--- config.mk ---
export PLATFORM = sky130hd
export DESIGN_NAME = bunch_sample_capture
export DESIGN_NICKNAME = d
export VERILOG_FILES = /design/src/rtl/bunch_sample_capture_pkg.sv /design/src/rtl/bunch_accumulator.sv /design/src/rtl/bunch_sample_capture.sv
export SDC_FILE = /design/constraint.sdc
export NUM_CORES = 1
export LEC_CHECK = 0
export BUFFER_PORTS_ARGS = -buffer_cell sky130_fd_sc_hd__buf_2
export CAP_MARGIN = 10
export CORE_ASPECT_RATIO = 1.75
export CORE_UTILIZATION = 30
export DETAILED_ROUTE_END_ITERATION = 12
export PLACE_DENSITY = 0.47
export SYNTH_ARGS = -nofsm -noshare
export SYNTH_HDL_FRONTEND = slang
export SYNTH_SLANG_ARGS = --single-unit
--- constraint.sdc ---
create_clock -name clk -period 5.2 [get_ports clk]
set_clock_uncertainty 0.05 [all_clocks]
set_input_delay 1.04 -clock clk [delete_from_list [all_inputs] [get_ports clk]]
set_output_delay 1.04 -clock clk [all_outputs]
set_load 0.05 [all_outputs]
--- src/rtl/bunch_sample_capture_pkg.sv ---
// Shared types and width helpers for the bunch sample capture block.
package bunch_sample_capture_pkg;

    // Width of the bunch index and bunch count ports
    localparam int IDX_W = 2;

    // FSM state encoding kept as plain constants for legacy tools
    typedef logic [1:0] state_t;
    localparam state_t ST_IDLE  = 2'd0;
    localparam state_t ST_ARMED = 2'd1;
    localparam state_t ST_ACCUM = 2'd2;
    localparam state_t ST_DONE  = 2'd3;

    // Accumulator width that cannot wrap: one sign bit plus log2 growth
    function automatic int sum_width(input int data_w, input int max_samples);
        return data_w + $clog2(max_samples) + 1;
    endfunction

    // Sample counter width able to hold the value max_samples itself
    function automatic int nsamp_width(input int max_samples);
        return $clog2(max_samples) + 1;
    endfunction

endpackage

--- src/rtl/bunch_accumulator.sv ---
// Saturating-count signed accumulator: load the first sample, add the
// following ones until MAX_SAMPLES are held, then drop and flag overflow.
module bunch_accumulator
    import bunch_sample_capture_pkg::*;
#(
    parameter int DATA_W      = 13,
    parameter int MAX_SAMPLES = 16,
    parameter int SUM_W       = sum_width(DATA_W, MAX_SAMPLES),
    parameter int NSAMP_W     = nsamp_width(MAX_SAMPLES)
) (
    input  logic               clk,
    input  logic               rst_n,
    input  logic               load,
    input  logic               add,
    input  logic               clr_ovf,
    input  logic [DATA_W-1:0]  sample,
    output logic [SUM_W-1:0]   sum,
    output logic [NSAMP_W-1:0] nsamp,
    output logic               ovf
);

    localparam logic [NSAMP_W-1:0] N_MAX = NSAMP_W'(MAX_SAMPLES);

    logic [SUM_W-1:0] sample_ext;

    // Sign-extend the raw two's-complement sample to accumulator width
    assign sample_ext = {{(SUM_W-DATA_W){sample[DATA_W-1]}}, sample};

    // Accumulate while below the sample limit; beyond it samples are dropped
    always_ff @(posedge clk or negedge rst_n) begin
        if (!rst_n) begin
            sum   <= '0;
            nsamp <= '0;
            ovf   <= 1'b0;
        end else begin
            if (load) begin
                sum   <= sample_ext;
                nsamp <= NSAMP_W'(1);
            end else if (add) begin
                if (nsamp < N_MAX) begin
                    sum   <= sum + sample_ext;
                    nsamp <= nsamp + 1'b1;
                end else begin
                    ovf <= 1'b1;
                end
            end
            if (clr_ovf) begin
                ovf <= 1'b0;
            end
        end
    end

endmodule

--- src/rtl/bunch_sample_capture.sv ---
// Bunch strobe receiver: per store window, sums the ADC samples inside each
// bunch window and emits one result per bunch, plus malformed-traffic flags.
module bunch_sample_capture
    import bunch_sample_capture_pkg::*;
#(
    parameter int DATA_W      = 13,
    parameter int MAX_BUNCHES = 3,
    parameter int MAX_SAMPLES = 16,
    parameter int SUM_W       = sum_width(DATA_W, MAX_SAMPLES),
    localparam int NSAMP_W    = nsamp_width(MAX_SAMPLES)
) (
    input  logic               clk,
    input  logic               rst_n,
    input  logic               store_strb,
    input  logic               bunch_strb,
    input  logic [DATA_W-1:0]  adc_data,
    output logic               result_valid,
    output logic [SUM_W-1:0]   result_sum,
    output logic [NSAMP_W-1:0] result_nsamp,
    output logic [IDX_W-1:0]   result_idx,
    output logic               result_last,
    output logic               frame_done,
    output logic [IDX_W-1:0]   bunch_count,
    output logic               overflow_err,
    output logic               extra_bunch_err
);

    localparam logic [IDX_W-1:0] LAST_IDX = IDX_W'(MAX_BUNCHES - 1);

    // Input stage and edge history
    logic              store_q, store_qq;
    logic              bunch_q, bunch_qq;
    logic [DATA_W-1:0] adc_q;
    logic              store_rise, store_fall, bunch_rise;

    // FSM and control strobes
    state_t           state_reg, state_next;
    logic [IDX_W-1:0] idx_reg;
    logic             acc_load, acc_add, acc_clr_ovf;
    logic             capture, frame_start, frame_end, extra_set;

    // Completed bunch waiting one stage before it reaches the outputs
    logic               pend_valid_reg;
    logic [SUM_W-1:0]   pend_sum_reg;
    logic [NSAMP_W-1:0] pend_nsamp_reg;
    logic [IDX_W-1:0]   pend_idx_reg;
    logic               pend_last_reg;

    logic [SUM_W-1:0]   acc_sum;
    logic [NSAMP_W-1:0] acc_nsamp;

    // Register all inputs once so strobes and data stay aligned
    always_ff @(posedge clk or negedge rst_n) begin
        if (!rst_n) begin
            store_q  <= 1'b0;
            store_qq <= 1'b0;
            bunch_q  <= 1'b0;
            bunch_qq <= 1'b0;
            adc_q    <= '0;
        end else begin
            store_q  <= store_strb;
            store_qq <= store_q;
            bunch_q  <= bunch_strb;
            bunch_qq <= bunch_q;
            adc_q    <= adc_data;
        end
    end

    assign store_rise = store_q & ~store_qq;
    assign store_fall = ~store_q & store_qq;
    assign bunch_rise = bunch_q & ~bunch_qq;

    // Next-state logic; a store fall preempts everything else in a frame
    always_comb begin
        state_next  = state_reg;
        acc_load    = 1'b0;
        acc_add     = 1'b0;
        acc_clr_ovf = 1'b0;
        capture     = 1'b0;
        frame_start = 1'b0;
        frame_end   = 1'b0;
        extra_set   = 1'b0;
        if (state_reg == ST_IDLE) begin
            if (store_rise) begin
                state_next  = ST_ARMED;
                frame_start = 1'b1;
                acc_clr_ovf = 1'b1;
            end
        end else if (store_fall) begin
            state_next = ST_IDLE;
            frame_end  = 1'b1;
        end else begin
            case (state_reg)
                ST_ARMED: begin
                    if (bunch_rise) begin
                        acc_load   = 1'b1;
                        state_next = ST_ACCUM;
                    end
                end
                ST_ACCUM: begin
                    if (bunch_q) begin
                        acc_add = 1'b1;
                    end else begin
                        capture    = 1'b1;
                        state_next = (idx_reg == LAST_IDX) ? ST_DONE : ST_ARMED;
                    end
                end
                ST_DONE: begin
                    if (bunch_rise) begin
                        extra_set = 1'b1;
                    end
                end
                default: state_next = ST_IDLE;
            endcase
        end
    end

    // State register
    always_ff @(posedge clk or negedge rst_n) begin
        if (!rst_n) begin
            state_reg <= ST_IDLE;
        end else begin
            state_reg <= state_next;
        end
    end

    // Per-frame bookkeeping: bunch index, completed count, extra-bunch flag
    always_ff @(posedge clk or negedge rst_n) begin
        if (!rst_n) begin
            idx_reg         <= '0;
            bunch_count     <= '0;
            extra_bunch_err <= 1'b0;
        end else begin
            if (frame_start) begin
                idx_reg         <= '0;
                bunch_count     <= '0;
                extra_bunch_err <= 1'b0;
            end else if (capture) begin
                idx_reg     <= idx_reg + 1'b1;
                bunch_count <= bunch_count + 1'b1;
            end
            if (extra_set) begin
                extra_bunch_err <= 1'b1;
            end
        end
    end

    // Latch a finished bunch, then present it on the outputs one cycle later
    always_ff @(posedge clk or negedge rst_n) begin
        if (!rst_n) begin
            pend_valid_reg <= 1'b0;
            pend_sum_reg   <= '0;
            pend_nsamp_reg <= '0;
            pend_idx_reg   <= '0;
            pend_last_reg  <= 1'b0;
            result_valid   <= 1'b0;
            result_sum     <= '0;
            result_nsamp   <= '0;
            result_idx     <= '0;
            result_last    <= 1'b0;
            frame_done     <= 1'b0;
        end else begin
            pend_valid_reg <= capture;
            if (capture) begin
                pend_sum_reg   <= acc_sum;
                pend_nsamp_reg <= acc_nsamp;
                pend_idx_reg   <= idx_reg;
                pend_last_reg  <= (idx_reg == LAST_IDX);
            end
            result_valid <= pend_valid_reg;
            if (pend_valid_reg) begin
                result_sum   <= pend_sum_reg;
                result_nsamp <= pend_nsamp_reg;
                result_idx   <= pend_idx_reg;
                result_last  <= pend_last_reg;
            end
            frame_done <= frame_end;
        end
    end

    bunch_accumulator #(
        .DATA_W      (DATA_W),
        .MAX_SAMPLES (MAX_SAMPLES),
        .SUM_W       (SUM_W),
        .NSAMP_W     (NSAMP_W)
    ) u_acc (
        .clk     (clk),
        .rst_n   (rst_n),
        .load    (acc_load),
        .add     (acc_add),
        .clr_ovf (acc_clr_ovf),
        .sample  (adc_q),
        .sum     (acc_sum),
        .nsamp   (acc_nsamp),
        .ovf     (overflow_err)
    );

endmodule

Word level (Yosys, flattened, before mapping):

Index checks and enable logic that the tools add are counted.

* bits in registers: 103
* latch bits: 0
* bits in writable memories: 0
* memory bits (read-only): 0
* bits of input ports: 17
* output and inout port bits: 32
* logic and storage cells: 95
* memories: 0

* add/sub/neg operators: 4
* $mul: 0
* divide/modulo/power cells: 0
* $lt $le $gt $ge: 1
* eq/ne operators: 10
* shifts and indexed selects: 0
* multiplexer cells: 42
* bitwise gates (word level): 6
* reduce and logical (&&, ||, !) cells: 9

Operators with widths (number)
* two-way mux 18 bit: 3
* two-way mux 1 bit: 25
* two-way mux 2 bit: 10
* adder 18 bit: 1
* two-way mux 5 bit: 3
* nonzero test 2 bit: 5
* inequality test 4 bit, second input constant: 2
* equality test 2 bit, second input constant: 3
* case mux 2 bit (3 select lines): 1
* adder 5 x 1 -> 5 bit, second input constant: 1
* less-than comparator 5 bit, second input constant: 1
* adder 2 x 1 -> 2 bit, second input constant: 2
* inequality test 2 bit, second input constant: 2
* AND reduction 4 bit: 1
* AND 1 bit: 3
* inequality test 3 bit, second input constant: 1
* inverter 1 bit: 3
* AND reduction 3 bit: 1
* equality test 2 x 1 -> 1 bit, second input constant: 1
* zero test 2 bit: 1
* inequality test 2 x 1 -> 1 bit, second input constant: 1
* AND reduction 2 bit: 1

Logic depth before layout (Yosys ltp):

* word-level depth: 8
* mapped depth: 11
* depth with buffers taken out: 9

Modules after synthesis:

Synthesis repeated with hierarchy kept, for this count alone.

* cell total of the unflattened synthesis: 397
* area, all modules: 4918.5 um2

By module, submodules not included
* bunch_sample_capture: times used 1, cells an instance 179, area each 3052.9 um2, seq. area each 1976.9 um2
* bunch_accumulator: times used 1, cells an instance 218, area each 1865.5 um2, seq. area each 600.6 um2

Worst setup path after synthesis:

OpenSTA, ideal clock, no wires.

* path type: reg2reg
* start point: register adc_q[12]
* end point: register u_acc.sum[17]
* library setup time: 0.138 ns
* arrival: 2.153 ns
* required time: 5.012 ns
* slack: 2.859 ns
* cell stages (with the launch flop): 9
* buffers on the path: 0
* period minus slack after synthesis: 2.341 ns
* cell sequence: dfrtp_1 -> ha_1 -> a21o_1 -> a221oi_2 -> a21bo_1 -> a21o_1 -> a2111o_1 -> o211ai_1 -> a31oi_1

* cells in the longest elaborated chain, start to end: 4

RTL lines
* start, declared: line bunch_sample_capture.sv:33 `logic [DATA_W-1:0] adc_q;`
* start signal, assigned: line bunch_sample_capture.sv:65 `adc_q <= adc_data;`
* adder 18 bit: line bunch_accumulator.sv:41 `sum <= sum + sample_ext;`
* two-way mux 18 bit: line bunch_accumulator.sv:40 `if (nsamp < N_MAX) begin`
* two-way mux 18 bit: line bunch_accumulator.sv:39 `end else if (add) begin`
* two-way mux 18 bit (*): line bunch_accumulator.sv:36 `if (load) begin`
* end signal, assigned: line bunch_accumulator.sv:37 `sum <= sample_ext;`
* end signal, assigned: line bunch_accumulator.sv:41
* end, declared: line bunch_accumulator.sv:17 `output logic [SUM_W-1:0] sum,`

Mark *: on every way between the ends. The rest lies on a longest branch, timed or not. The select of a mux whose other input is x is not followed.
A chain may end at the register's enable or synchronous reset.

Final worst setup path:

* start point: register state_reg[0]
* end point: register u_acc.sum[17]

* cells in the longest elaborated chain, start to end: 6
* elaborated cells on any way between the ends: 13
* classes of those cells: eq/ne: 2; mux: 7; reduce/logical: 4

RTL lines
* start, declared: line bunch_sample_capture.sv:37 `state_t state_reg, state_next;`
* start signal, assigned: line bunch_sample_capture.sv:123 `state_reg <= state_next;`
* equality test 2 x 1 -> 1 bit or equality test 2 bit (tied branches): line bunch_sample_capture.sv:93 `case (state_reg)`
* two-way mux 1 bit: line bunch_sample_capture.sv:93
* two-way mux 1 bit: line bunch_sample_capture.sv:89 `end else if (store_fall) begin`
* two-way mux 1 bit: line bunch_sample_capture.sv:83 `if (state_reg == ST_IDLE) begin`
* nonzero test 2 bit (no source line)
* AND reduction 2 bit (no source line)

Several ways; a longest one is shown, not always the timed one.

==> impl_metrics.json <==
{
  "yosysTopAreaCellShare_pct": 54.30,
  "crit_top_cell": "nor2_1",
  "via_per_inst": 5.011,
  "max_freq_mhz": 352.0,
  "cts.sinks": 103,
  "synth_seq_cells": 103,
  "final-hold-violation-count": 0,
  "cts_setup_buffers": 0,
  "p_seq_share_pct": 37.8,
  "grt_pass1_vias": 3411,
  "vdd_drop_max_uv": 292.0,
  "startpoint_type": "flip-flop",
  "maxCapViolCount": 0,
  "ios": 49,
  "total_power_uw": 3346,
  "yosys_warnings": 0,
  "max-slew-margin-rel_pct": 38.64,
  "yosysMostFrequentCell": "dfrtp_1",
  "slew_viol_final": 0,
  "crit_type": "reg2reg",
  "yosysTopAreaCell": "dfrtp_1",
  "synth-edff-count": 0,
  "vias": 3207,
  "finalNetCount": 492,
  "die_h_um": 168.4,
  "synth.top_cells.by_count": "dfrtp_1 (103), mux2_2 (52), nor2_1 (30)",
  "post_dp_cell_area_mm2": 0.005187,
  "outcome": "complete, no violations",
  "syn_area_mm2": 0.004747,
  "drc": 0,
  "synth_nets": 445,
  "cts-root-buf": "clkbuf_16",
  "grt_usage_pct": 12.99,
  "grt_pass1_wl_um": 16900,
  "fp.dieArea_mm2": 0.01635,
  "grt.overflow.total": 0,
  "final_util_pct": 35.59,
  "clk_latency_ps": 340,
  "r2r_slack_ps": 2360,
  "crit_chain": "inv_1, ha_1, a21oi_1, nand3_1, nor2_1, nor2_1, o211ai_1, a31oi_1",
  "fp-row-count": 60,
  "yosysUniqueCellTypes": 45,
  "port_buffers": 48,
  "crit_buf_inv": 1,
  "critPathCaptureType": "flip-flop",
  "cp_data_required_time_ps": 5340,
  "finalSetupTns_ps": 0,
  "synthCells": 402,
  "core_mm2": 0.01539,
  "path_max_fanout": 20,
  "fin_hold_ws_ps": 425.1,
  "crit_slowest_cell": "nand3_1",
  "place_congestion": 0.8072,
  "htree_levels": 3,
  "finalWirelength_um": 10080,
  "num-fill-cells": 1503,
  "clockPowerShare_pct": 19.5,
  "switchingPower_uw": 1380,
  "min_path_type": "reg2reg",
  "cts_hold_buf": 0,
  "p_comb_share_pct": 42.7,
  "avgSynthCellArea_um2": 11.81,
  "dr.pass1.iters": 4,
  "setup_viol": 0,
  "rsz0062_at_grt": "false",
  "tritoncts": "done",
  "finalInstanceArea_mm2": 0.005478,
  "antenna_found_initial": 0,
  "p_int_uw": 1966,
  "grt_max_degree": 69,
  "clockBufferDepth": 2,
  "cts_repair_resize_count": 0,
  "leakagePower_uw": 0.002617,
  "period_needed_ps": 2841,
  "cp_top_family": "simple AND/OR/NAND/NOR gates",
  "tightest_slew_ps": 919.4,
  "synthFlopType": "dfrtp_1",
  "place_hpwl_um": 7026,
  "drive_above_1_share_pct": 27.75,
  "wl_per_cell_um": 15.74,
  "clk_pin_slew_ps": 70,
  "diodes": 0,
  "post-route-period-util_pct": 54.63,
  "max_stage_delay_ps": 670,
  "start_util_pct": 30.85,
  "swShare_pct": 41.24,
  "ys_async_sr_fraction_pct": 100.0,
  "p_per_area_mw_per_mm2": 610.8,
  "cts_buffers": 9,
  "die_w_um": 97.09,
  "synth_seq_area_share_pct": 54.30,
  "synthTopCellsByArea": "dfrtp_1 (54%), mux2_2 (12%), ha_1 (6.6%), a21oi_1 (3.1%), nor2_1 (2.4%)",
  "cp.arrival_ps": 2980,
  "ant_nets": 0,
  "drt-initial-drc-count": 122,
  "area_growth_pct": 15.39
}
## power by group through the flow
| stage | logic, uW | registers [uW] | clock network [uW] |
|---|---|---|---|
| final | 1430 | 1260 | 652 |
| after global routing | 1570 | 1310 | 709 |
| after CTS | 1450 | 1270 | 681 |
| after detailed placement | 1440 | 1290 | 0 |
| after global placement | 1410 | 1280 | 0 |
| after floorplan | 834 | 1540 | 0 |
## final timing paths
| path | start | cells after the start | to |
|---|---|---|---|
| max | state_reg[0] | 8 | u_acc.sum[17] |
| min | store_q | 0 | store_qq |
| max reg2reg | state_reg[0] | 8 | u_acc.sum[17] |
| min reg2reg | store_q | 0 | store_qq |
| max in group asynchronous | rst_n | 2 | result_nsamp[1] |
| min in group asynchronous | rst_n | 1 | result_sum[15] |
## routing by layer
| layer | GRT usage (%) | vias up | share of wire [%] |
|---|---|---|---|
| li1 | - | 1540 | - |
| met1 | 14.08 | 1597 | 40 |
| met2 | 24.16 | 52 | 54 |
| met3 | 2.657 | 18 | 3.4 |
| met4 | 5.581 | 0 | 2.4 |
| met5 | 0 | - | 0 |
## cell usage in the layout (no fill, tap or decap), types with 3 or more instances in the layout
cell type    n
a31oi_1      9
and3_1       5
nand3_1      4
a21o_1       7
nand4_1      4
xor2_1      12
nand2_1     27
a21oi_1     29
a211oi_1     4
ha_1        25
nor3_1       5
dfrtp_1    103
mux2_2      52
xnor2_1      5
nor2_1      29
mux2i_1      4
buf_2       47
o211ai_1     3
inv_1        8
o21ai_0     19
buf_4        5
clkbuf_16    9
clkinv_4     3
## per-stage QoR
| stage | setup slack [ps] | std cells |
|---|---|---|
| CTS | 2308 | 640 |
| global route | 2099 | 640 |
| floorplan | 2859 | 402 |
| global placement | 2420 | 624 |
| detailed placement | 2324 | 624 |
| finish | 2359 | 640 |
## kinds of logic (layout without fill, tap and decap cells)
family / Yosys count / in the layout / synth area share (%)
buffers and inverters: 24 / 76 / 2.056
AO/OA/AOI/OAI: 92 / 92 / 12.44
flip-flops: 103 / 103 / 54.30
AND/OR/NAND/NOR: 84 / 84 / 7.881
adder cells (fa/ha/maj): 26 / 26 / 7.011
XOR/XNOR: 17 / 17 / 3.136
multiplexers: 56 / 56 / 13.18
## area by class of cell
class	instances	area [um2]	area share, %
Sequential cell	103	2577	47.05
Clock buffer	9	225.2	4.111
Tap cell	186	232.7	4.249
Multi-Input combinational cell	275	2074	37.87
Clock inverter	7	65.06	1.188
Inverter	8	30.03	0.5482
Timing Repair Buffer	52	272.8	4.979
(Power assumes the default switching activity.)
